==> config.mk <==
export PLATFORM = sky130hd
export DESIGN_NAME = sync_fifo_ctrl
export DESIGN_NICKNAME = d
export VERILOG_FILES = /design/src/rtl/sync_fifo_pkg.sv /design/src/rtl/fifo_ptr.sv /design/src/rtl/sync_fifo_ctrl.sv
export SDC_FILE = /design/constraint.sdc
export NUM_CORES = 1
export LEC_CHECK = 0
export ABC_AREA = 1
export CORE_ASPECT_RATIO = 0.5
export CORE_MARGIN = 4
export CORE_UTILIZATION = 50
export DETAILED_ROUTE_END_ITERATION = 10
export HOLD_SLACK_MARGIN = 0.08
export PLACE_DENSITY = 0.79
export SYNTH_ARGS = -nofsm -noshare
export SYNTH_HDL_FRONTEND = slang
export SYNTH_SLANG_ARGS = --single-unit
==> constraint.sdc <==
create_clock -name clk -period 5.2 [get_ports clk]
set_input_delay 1.04 -clock clk [delete_from_list [all_inputs] [get_ports clk]]
set_output_delay 1.04 -clock clk [all_outputs]
set_load 0.01 [all_outputs]
==> src/rtl/sync_fifo_pkg.sv <==
// Shared widths, depth helper and default watermark thresholds for the
// synchronous FIFO controller.
package sync_fifo_pkg;

    localparam int L_DEF = 5;
    localparam int W_DEF = 8;

    function automatic int DEPTH(input int l);
        return 1 << l;
    endfunction

    localparam int AF_TH_DEF = DEPTH(L_DEF) - 2;
    localparam int AE_TH_DEF = 2;

endpackage

==> src/rtl/fifo_ptr.sv <==
// (L+1)-bit wrapping FIFO pointer with increment enable and a synchronous,
// active-low clear. The extra MSB distinguishes full from empty.
module fifo_ptr #(
    parameter int L = 5
) (
    input  logic       clk,
    input  logic       rst_n,
    input  logic       inc_i,
    output logic [L:0] ptr_o
);

    logic [L:0] ptr_q;
    logic [L:0] ptr_d;

    always_comb begin
        ptr_d = ptr_q;
        if (inc_i) begin
            ptr_d = ptr_q + 1'b1;
        end
    end

    always_ff @(posedge clk) begin
        if (!rst_n) begin
            ptr_q <= '0;
        end else begin
            ptr_q <= ptr_d;
        end
    end

    assign ptr_o = ptr_q;

endmodule

==> src/rtl/sync_fifo_ctrl.sv <==
// Pointer, flag and handshake controller for a dual-port synchronous FIFO RAM.
// Build option: define FIFO_ERR_FLAG_EN to get sticky overflow/underflow flags.
module sync_fifo_ctrl
    import sync_fifo_pkg::*;
#(
    parameter int L     = L_DEF,
    parameter int AF_TH = AF_TH_DEF,
    parameter int AE_TH = AE_TH_DEF
) (
    input  logic         clk,
    input  logic         rst_n,
    input  logic         wr_en,
    input  logic         rd_en,
    output logic         mem_wr_n,
    output logic [L-1:0] mem_waddr,
    output logic         mem_rd_n,
    output logic [L-1:0] mem_raddr,
    output logic         rd_valid,
    output logic         full,
    output logic         empty,
    output logic         almost_full,
    output logic         almost_empty,
    output logic [L:0]   count,
    output logic         overflow,
    output logic         underflow
);

    localparam logic [L:0] AF_TH_C = AF_TH[L:0];
    localparam logic [L:0] AE_TH_C = AE_TH[L:0];

    logic [L:0] wptr;
    logic [L:0] rptr;
    logic       wr_acc;
    logic       rd_acc;
    logic [L:0] count_q;
    logic [L:0] count_d;
    logic       rd_valid_q;

    // Full and empty come from registered pointers only, so the accept
    // decision has no combinational path from the request inputs.
    assign full   = (wptr[L] != rptr[L]) && (wptr[L-1:0] == rptr[L-1:0]);
    assign empty  = (wptr == rptr);
    assign wr_acc = wr_en && !full;
    assign rd_acc = rd_en && !empty;

    fifo_ptr #(.L(L)) u_wptr (
        .clk   (clk),
        .rst_n (rst_n),
        .inc_i (wr_acc),
        .ptr_o (wptr)
    );

    fifo_ptr #(.L(L)) u_rptr (
        .clk   (clk),
        .rst_n (rst_n),
        .inc_i (rd_acc),
        .ptr_o (rptr)
    );

    // Strobes are held inactive during reset so the RAM sees no stray access.
    assign mem_wr_n  = !(wr_acc && rst_n);
    assign mem_rd_n  = !(rd_acc && rst_n);
    assign mem_waddr = wptr[L-1:0];
    assign mem_raddr = rptr[L-1:0];

    always_comb begin
        count_d = count_q;
        case ({wr_acc, rd_acc})
            2'b10:   count_d = count_q + 1'b1;
            2'b01:   count_d = count_q - 1'b1;
            default: count_d = count_q;
        endcase
    end

    always_ff @(posedge clk) begin
        if (!rst_n) begin
            count_q    <= '0;
            rd_valid_q <= 1'b0;
        end else begin
            count_q    <= count_d;
            rd_valid_q <= rd_acc;
        end
    end

    assign count        = count_q;
    assign rd_valid     = rd_valid_q;
    assign almost_full  = (count_q >= AF_TH_C);
    assign almost_empty = (count_q <= AE_TH_C);

`ifdef FIFO_ERR_FLAG_EN
    logic overflow_q;
    logic underflow_q;

    always_ff @(posedge clk) begin
        if (!rst_n) begin
            overflow_q  <= 1'b0;
            underflow_q <= 1'b0;
        end else begin
            if (wr_en && full) begin
                overflow_q <= 1'b1;
            end
            if (rd_en && empty) begin
                underflow_q <= 1'b1;
            end
        end
    end

    assign overflow  = overflow_q;
    assign underflow = underflow_q;
`else
    assign overflow  = 1'b0;
    assign underflow = 1'b0;
`endif

endmodule

# Word level (Yosys, flattened, before mapping)
# Index checks and enable logic that the tools add are counted.
[classes]
eq_ne = 5
add_sub_neg = 4
reduce_logical = 10
order_cmp = 2
muxes = 1
[ops]
columns = ["operator", "count"]
rows = [
  ["$add 6x1->6 const B", 3],
  ["$pmux 6 s2", 1],
  ["$eq 6x6->1", 1],
  ["$ge 6x5->1 const B", 1],
  ["$le 6x2->1 const B", 1],
  ["$sub 6x1->6 const B", 1],
  ["$eq 5x5->1", 1],
  ["$logic_and 1x1->1", 5],
  ["$logic_not 1->1", 4],
  ["$eq 2x1->1 const B", 1],
  ["$eq 2x2->1 const B", 1],
  ["$reduce_bool 2->1", 1],
  ["$ne 1x1->1", 1],
]
[totals]
elab_cells = 26
ff_bits = 19
out_inout_bits = 25

# Longest topological paths before layout
# Gate-level depths: netlist (run 1).
[depth]
word_depth = 6
mapped_depth = 17
depth_no_buf = 17

# Cells and area by module
# From an unflattened synthesis (run 1), not the netlist that was laid out.
[unflattened]
hier_cells = 172
area_unflattened_um2 = 1154.9
[by_module_without_submodules]
columns = ["mod", "seq_area_each_um2", "instances", "area_per_inst_um2", "cells_each"]
rows = [
  ["sync_fifo_ctrl", 140.1, 1, 639.4, 102],
  ["fifo_ptr", 120.1, 2, 257.7, 35],
]

# Least setup slack after synthesis (run 1)
# OpenSTA, ideal clock, no wires.
[synth_timing]
path_type = "input port to flip-flop"
start = "input wr_en"
end = "register count_q[3] (netlist: count[3])"
setup_ns = 0.056
path_stages = 11
setup_slack_ns = 2.502
t_arrival_ns = 2.642
path_cell_list = "buf_4 > nand2_1 > ha_1 > ha_1 > nand2_1 > o21ai_0 > inv_1 > or2_2 > nand3_1 > nand2_1 > inv_1"
[synth_via]
elab_chain_len = 3
[synth_rtl]
columns = ["element", "line", "text"]
rows = [
  ["from (decl)", "sync_fifo_ctrl.sv:12", "input logic wr_en,"],
  ["$logic_and 1x1->1 *", "sync_fifo_ctrl.sv:43", "assign wr_acc = wr_en && !full;"],
  ["$eq 2x1->1 / $eq 2x2->1 (equally long branches)", "sync_fifo_ctrl.sv:68", "case ({wr_acc, rd_acc})"],
  ["$pmux 6 s2 / $reduce_bool 2->1 (equally long branches)", "--", ""],
  ["to (signal assigned)", "sync_fifo_ctrl.sv:80", "count_q <= count_d;"],
  ["to (decl)", "sync_fifo_ctrl.sv:35", "logic [L:0] count_q;"],
]
# Every way passes the cells marked *; elsewhere a longest branch is shown, timed or not.
# A chain may end at the register's enable or synchronous reset.

# Final worst setup path (run 1)
[layout_timing]
start = "input rst_n"
end = "output mem_rd_n"
[layout_via]
elab_chain_len = 2
[layout_rtl]
columns = ["element", "line", "text"]
rows = [
  ["from (decl)", "sync_fifo_ctrl.sv:11", "input logic rst_n,"],
  ["$logic_and 1x1->1", "sync_fifo_ctrl.sv:62", "assign mem_rd_n = !(rd_acc && rst_n);"],
  ["$logic_not 1->1", "sync_fifo_ctrl.sv:62", ""],
  ["to (decl)", "sync_fifo_ctrl.sv:16", "output logic mem_rd_n,"],
]
# No other way between the ends.

==> impl_metrics.yaml, run 1 <==
run_status:
  run_status: "completed"
cells_and_area:
  nFillCells: 217
  diodes: 0
  fin_util: 0.6551
  regArea_sq_um: 380.4
  drive_gt1_frac: 0.08213
  finalNonFillerCells: 242
  final_nets: 220
  area_growth_pct: 16.06
  multi_input_area_sq_um: 729.5
timing:
  rsz0062_at_grt: "no"
  fin_crit_sh: 0.7247
  worst_pin_slew_ps: 513.3
  slew_headroom: 0.6567
  finalCriticalPeriod_ps: 3769
  fin_setup_tns_ps: 0
  setup_viol: 0
  finalHoldViolations: 0
  whs_ps: 541.2
  maxSlewViolCount: 0
  skew_ps: 1.430
  max_freq_mhz: 265.4
  setup_slack_ps: 1431
synth:
  syn_area_per_cell_sq_um: 6.982
  syn-cell-area_sq_mm: 0.001348
  synth_fa_ha_area_frac: 0.07985
  synth_top_area_share: 0.2823
  synth.distinct_cells: 25
  ys_warn_count: 0
  synthMuxAreaShare: 0
  synth-compound-area-share: 0.09099
  synthTopCellsByArea: "dfxtp_1 (28%), nand2_1 (10%), buf_4 (7.2%)"
  yosys.area.top_type: "dfxtp_1"
  synthSimpleGateAreaFrac: 0.3064
  synth_xor_xnor_area_share: 0.05850
  synthesis.instances: 193
  synth_top_family_by_area: "simple AND/OR/NAND/NOR gates"
  ys_ff_latch: 19
  yosysSeqAreaShare: 0.2823
floorplan:
  die_h_microns: 44.71
  start_util: 0.5645
  dieWidth_microns: 81.42
  ios: 29
  core.rowCount: 12
  dieArea_sq_mm: 0.003640
  core_sq_mm: 0.002387
grt:
  grt_util_met3: 0.04980
  grt_pass1_wl_microns: 4367
  grtUsageMet1: 0.1942
  grt_pass1_vias: 1010
  grt_most_used_layer: "met2"
  grt-ovfl-total: 0
  grt_usage: 0.1563
  grt_max_degree: 14
  antenna_found_initial: 0
  use_met2: 0.2605
critical_path:
  critical_path_class: "input port to output port"
  path_max_fanout: 13
  cp-end-kind: "output port"
  reg2regPathDepth: 15
  cp_cell_sequence: "clkdlybuf4s50_1 > inv_1 > nor2_1 > inv_1 > clkdlybuf4s50_1"
  worstReg2RegStart: "u_rptr.ptr_o[0]"
  path_buf_inv: 4
  worst_path_max_delay_cell: "clkdlybuf4s50_1"
  cp_top_family: "buffers and inverters"
  cpPeakStageDelay_ps: 740
  r2r-end: "count[3]"
  start_kind: "input port"
  critical_path_arrival_ps: 2730
  critical_path_required_ps: 4160
  r2r_setup_slack_ps: 2150
power:
  p_clk_frac: 0.221
  internal-power_w: 0.0003061
  power_per_cell_area_mw_per_mm2: 303.1
  power_frac_comb: 0.384
  cellLeakagePower_nw: 0.7357
  peakVddDrop_uv: 173.5
  p_sw_w: 0.0001679
  netSwitchingFraction: 0.3542
  seq_power_share: 0.395
drt:
  viasPerCell: 4.888
  first_iter_violations: 74
  ant_nets: 0
  wire_per_inst_microns: 11.10
  drc: 0
  via_count: 1183
  dr.pass1.iters: 5
  routed_wl_microns: 2686
job:
  cap_viol_max_count: 0
hold_path:
  hp-class: "register to register"
  hold_end: "count[0]"
  holdPathStages: 1
  min_from: "count[0]"
placed_design:
  place.gp.congestion: 0.8359
  dp_cells: 238
  io_buffers: 26
  dpl.hpwl_microns: 2005
  pre_cts_slack_ps: 1428
clock_tree:
  insertion_delay_ps: 260
  path_clk_slew_ps: 70
  cts_setup_buffers: 0
  cts-resized-gates: 0
  cts_max_path_buffers: 2
  cts_made_buffers: 3
  htreeDepth: 1
  root_buffer: "clkbuf_8"
  cts_tree: "built"
  ctsHoldBuffers: 0
  cts_sinks: 19
==> layer usage <==
metal / part of all wire / vias to the layer above / wire (microns)
met5: 0 / - / 0
met4: 0.0067 / 0 / 18
met3: 0.072 / 2 / 193
met2: 0.45 / 34 / 1220
met1: 0.47 / 528 / 1252
li1: - / 619 / -
==> how the worst max path moves through the flow <==
stage,start,to,depth (start not counted)
2_1_floorplan,wr_en,count[3],11
3_3_place_gp,rst_n,mem_rd_n,5
3_5_place_dp,rst_n,mem_rd_n,5
4_1_cts,rst_n,mem_rd_n,5
5_1_grt,rst_n,mem_rd_n,5
6_report,rst_n,mem_rd_n,5
==> state kept, by name, summed over array words and instances, names as in the netlist <==
name / count
count: 6
u_wptr.ptr_o: 6
u_rptr.ptr_o: 6
rd_valid: 1
==> final cells by class <==
cell class	instances	share of cell area
Multi-Input combinational cell	130	0.4664
Sequential cell	19	0.2432
Timing Repair Buffer	26	0.1664
Inverter	28	0.06720
Clock buffer	4	0.02880
Tap cell	35	0.02800
==> per-stage QoR <==
step	total power [W]	instance area, sq um
after floorplan	0.0003122	1351
final	0.0004741	1564
after global placement	0.0003668	1519
after global routing	0.0005096	1564
after detailed placement	0.0003718	1519
after CTS	0.0004783	1564
==> cells in the mapped netlist, drive strengths merged <==
| cell | count |
|---|---|
| nand3 | 17 |
| conb | 1 |
| nand3b | 2 |
| o21bai | 1 |
| fa | 1 |
| o21ai | 5 |
| inv | 27 |
| or2 | 1 |
| buf | 17 |
| nand4 | 4 |
| clkinv | 1 |
| xnor2 | 3 |
| nor2 | 26 |
| nand2 | 37 |
| xor2 | 6 |
| dfxtp | 19 |
| ha | 7 |
| a21oi | 18 |
==> layout by cell type (no fill, tap or decap) <==
| cell type | count |
|---|---|
| a21oi_1 | 18 |
| clkbuf_1 | 1 |
| clkbuf_8 | 3 |
| clkdlybuf4s50_1 | 26 |
| clkinv_1 | 1 |
| conb_1 | 2 |
| dfxtp_1 | 19 |
| fa_1 | 1 |
| ha_1 | 7 |
| inv_1 | 24 |
| inv_2 | 3 |
| nand2_1 | 37 |
| nand3_1 | 11 |
| nand3_2 | 6 |
| nand3b_1 | 1 |
| nand3b_2 | 1 |
| nand4_1 | 3 |
| nand4_2 | 1 |
| nor2_1 | 24 |
| nor2_2 | 2 |
| o21ai_0 | 5 |
| o21bai_1 | 1 |
| or2_2 | 1 |
| xnor2_1 | 3 |
| xor2_1 | 6 |
==> power groups by stage <==
stage	logic [W]	clock network, W	registers, W
CTS	0.000183	0.000108	0.000187
global route	0.000204	0.000114	0.000192
finish	0.000182	0.000105	0.000187
floorplan	0.000122	0	0.000190
global placement	0.000177	0	0.000190
detailed placement	0.000181	0	0.000190
==> cell families after synthesis <==
group / Yosys count
simple gates: 87
flops: 19
compound gates: 24
other cells: 1
buf+inv: 45
fa+ha+maj: 8
xor+xnor: 9
Power figures use the tool's default switching activity.
==> run 2: changes to the inputs <==
==> constraint.sdc (replaced) <==
create_clock -name clk -period 3.9 [get_ports clk]
set_input_delay 0.78 -clock clk [delete_from_list [all_inputs] [get_ports clk]]
set_output_delay 0.78 -clock clk [all_outputs]
set_load 0.01 [all_outputs]
==> run 2 against run 1 <==
Via count is 2.4% lower. Critical path depth rose by 4. Core utilization increased by 0.37 points. Largest power group unchanged. Highest routed layer unchanged. Worst setup slack lost 590 ps. Cell area rose by 0.56%. Hold slack got worse by 0.53 ps. Global-route usage is 0.98 points higher. First-iteration DRC count is 36% lower.
==> impl_metrics.yaml, run 2 (synthesized netlist as in run 1, its figures left out) <==
placed_design:
  place.gp.congestion: 0.8561
  placed_area_sq_mm: 0.001526
  io_buffers: 26
  dpl.hpwl_microns: 2075
grt:
  antenna_found_initial: 0
  grt_util_met3: 0.04382
  grt_pass1_vias: 1062
  grt_max_degree: 14
  grt-ovfl-total: 0
  grt_pass1_wl_microns: 4692
  grtUsageMet1: 0.2061
  use_met2: 0.2961
  grt_usage: 0.1661
  grt_most_used_layer: "met2"
power:
  power_per_cell_area_mw_per_mm2: 404.9
  peakVddDrop_uv: 215.4
  power_frac_comb: 0.388
  netSwitchingFraction: 0.3595
  p_total_w: 0.0006367
  internal-power_w: 0.0004079
  cellLeakagePower_nw: 0.7432
  p_sw_w: 0.0002289
  p_clk_frac: 0.220
  seq_power_share: 0.392
floorplan:
  die_h_microns: 44.71
  dieArea_sq_mm: 0.003640
  start_util: 0.5645
  core_sq_mm: 0.002387
  dieWidth_microns: 81.42
  core.rowCount: 12
  ios: 29
cells_and_area:
  regArea_sq_um: 380.4
  diodes: 0
  final_nets: 221
  drive_gt1_frac: 0.09135
  design_area_sq_mm: 0.001573
  nFillCells: 211
  layout_commonest_cell: "nand2_1"
  final_cell_mix: "nand2_1 (37), clkdlybuf4s50_1 (26), nor2_1 (24), inv_1 (24), dfxtp_1 (19)"
  area_growth_pct: 16.71
  multi_input_area_sq_um: 729.5
timing:
  rsz0062_at_grt: "no"
  slew_headroom: 0.6684
  finalCriticalPeriod_ps: 3061
  setup_viol: 0
  whs_ps: 540.7
  worst_pin_slew_ps: 496.0
  fin_setup_tns_ps: 0
  finalHoldViolations: 0
  skew_ps: 2.139
  fin_crit_sh: 0.7849
  max_freq_mhz: 326.7
  maxSlewViolCount: 0
clock_tree:
  ctsHoldBuffers: 0
  cts_max_path_buffers: 2
  cts_setup_buffers: 0
  root_buffer: "clkbuf_8"
  htreeDepth: 1
  cts_made_buffers: 3
  cts_tree: "built"
  path_clk_slew_ps: 70
  insertion_delay_ps: 260
  cts-resized-gates: 0
  cts_sinks: 19
drt:
  ant_nets: 0
  first_iter_violations: 47
  viasPerCell: 4.753
  routed_wl_microns: 2707
  via_count: 1155
  dr.pass1.iters: 4
  drc: 0
  wire_per_inst_microns: 11.14
job:
  cap_viol_max_count: 0
critical_path:
  start_kind: "register"
  reg2regPathDepth: 15
  critical_path_required_ps: 3120
  cp-end-kind: "output port"
  critical_path_arrival_ps: 2280
  path_max_fanout: 13
  critical_path_class: "register to output port"
hold_path:
  hp-class: "register to register"
  holdPathStages: 1
run_status:
  run_status: "completed"
run 2: area by class of cell:
type,count,share of cell area
Clock inverter,1,0.003182
Multi-Input combinational cell,130,0.4638
Clock buffer,3,0.02625
Tap cell,35,0.02784
Timing Repair Buffer,27,0.1702
Sequential cell,19,0.2418
Inverter,28,0.06683
run 2: path summary, 6_finish.rpt:
path	startpoint	end	slack, ps
max	u_wptr.ptr_o[0]	mem_rd_n	840
min reg2reg	count[0]	count[0]	540
max reg2reg	u_wptr.ptr_o[0]	count[3]	880
min	count[0]	count[0]	540
run 2: power by group through the flow:
stage | registers (W) | clock network [W] | logic [W]
after floorplan | 0.000254 | 0 | 0.000162
after global placement | 0.000254 | 0 | 0.000238
after detailed placement | 0.000254 | 0 | 0.000246
after CTS | 0.000250 | 0.000144 | 0.000248
after global routing | 0.000255 | 0.000155 | 0.000278
final | 0.000250 | 0.000140 | 0.000247
run 2: per-layer routing:
layer | routed length (microns) | part of all wire | vias to the layer above
met5 | 0 | 0 | -
met4 | 14 | 0.0052 | 0
met3 | 110 | 0.041 | 2
met2 | 1266 | 0.47 | 22
met1 | 1316 | 0.49 | 512
li1 | - | - | 619
run 2: stage by stage:
stage | setup slack (ps) | std cells | utilization
2_1_floorplan | 1462 | 194 | -
3_3_place_gp | 731.0 | 239 | 0.6394
3_5_place_dp | 603.4 | 239 | 0.6394
4_1_cts | 820.1 | 243 | 0.6588
5_1_grt | 482.9 | 243 | 0.6588
6_report | 838.8 | 243 | 0.6588
run 2: critical path, stage by stage (launching register included):
cell and delay, ps:
dfxtp_1 460, nand2_1 90, clkinv_1 50, nor2_1 30, nor2_1 160, nand4_2 340, nand2_1 230, nor2_1 70
inv_1 60, clkdlybuf4s50_1 530
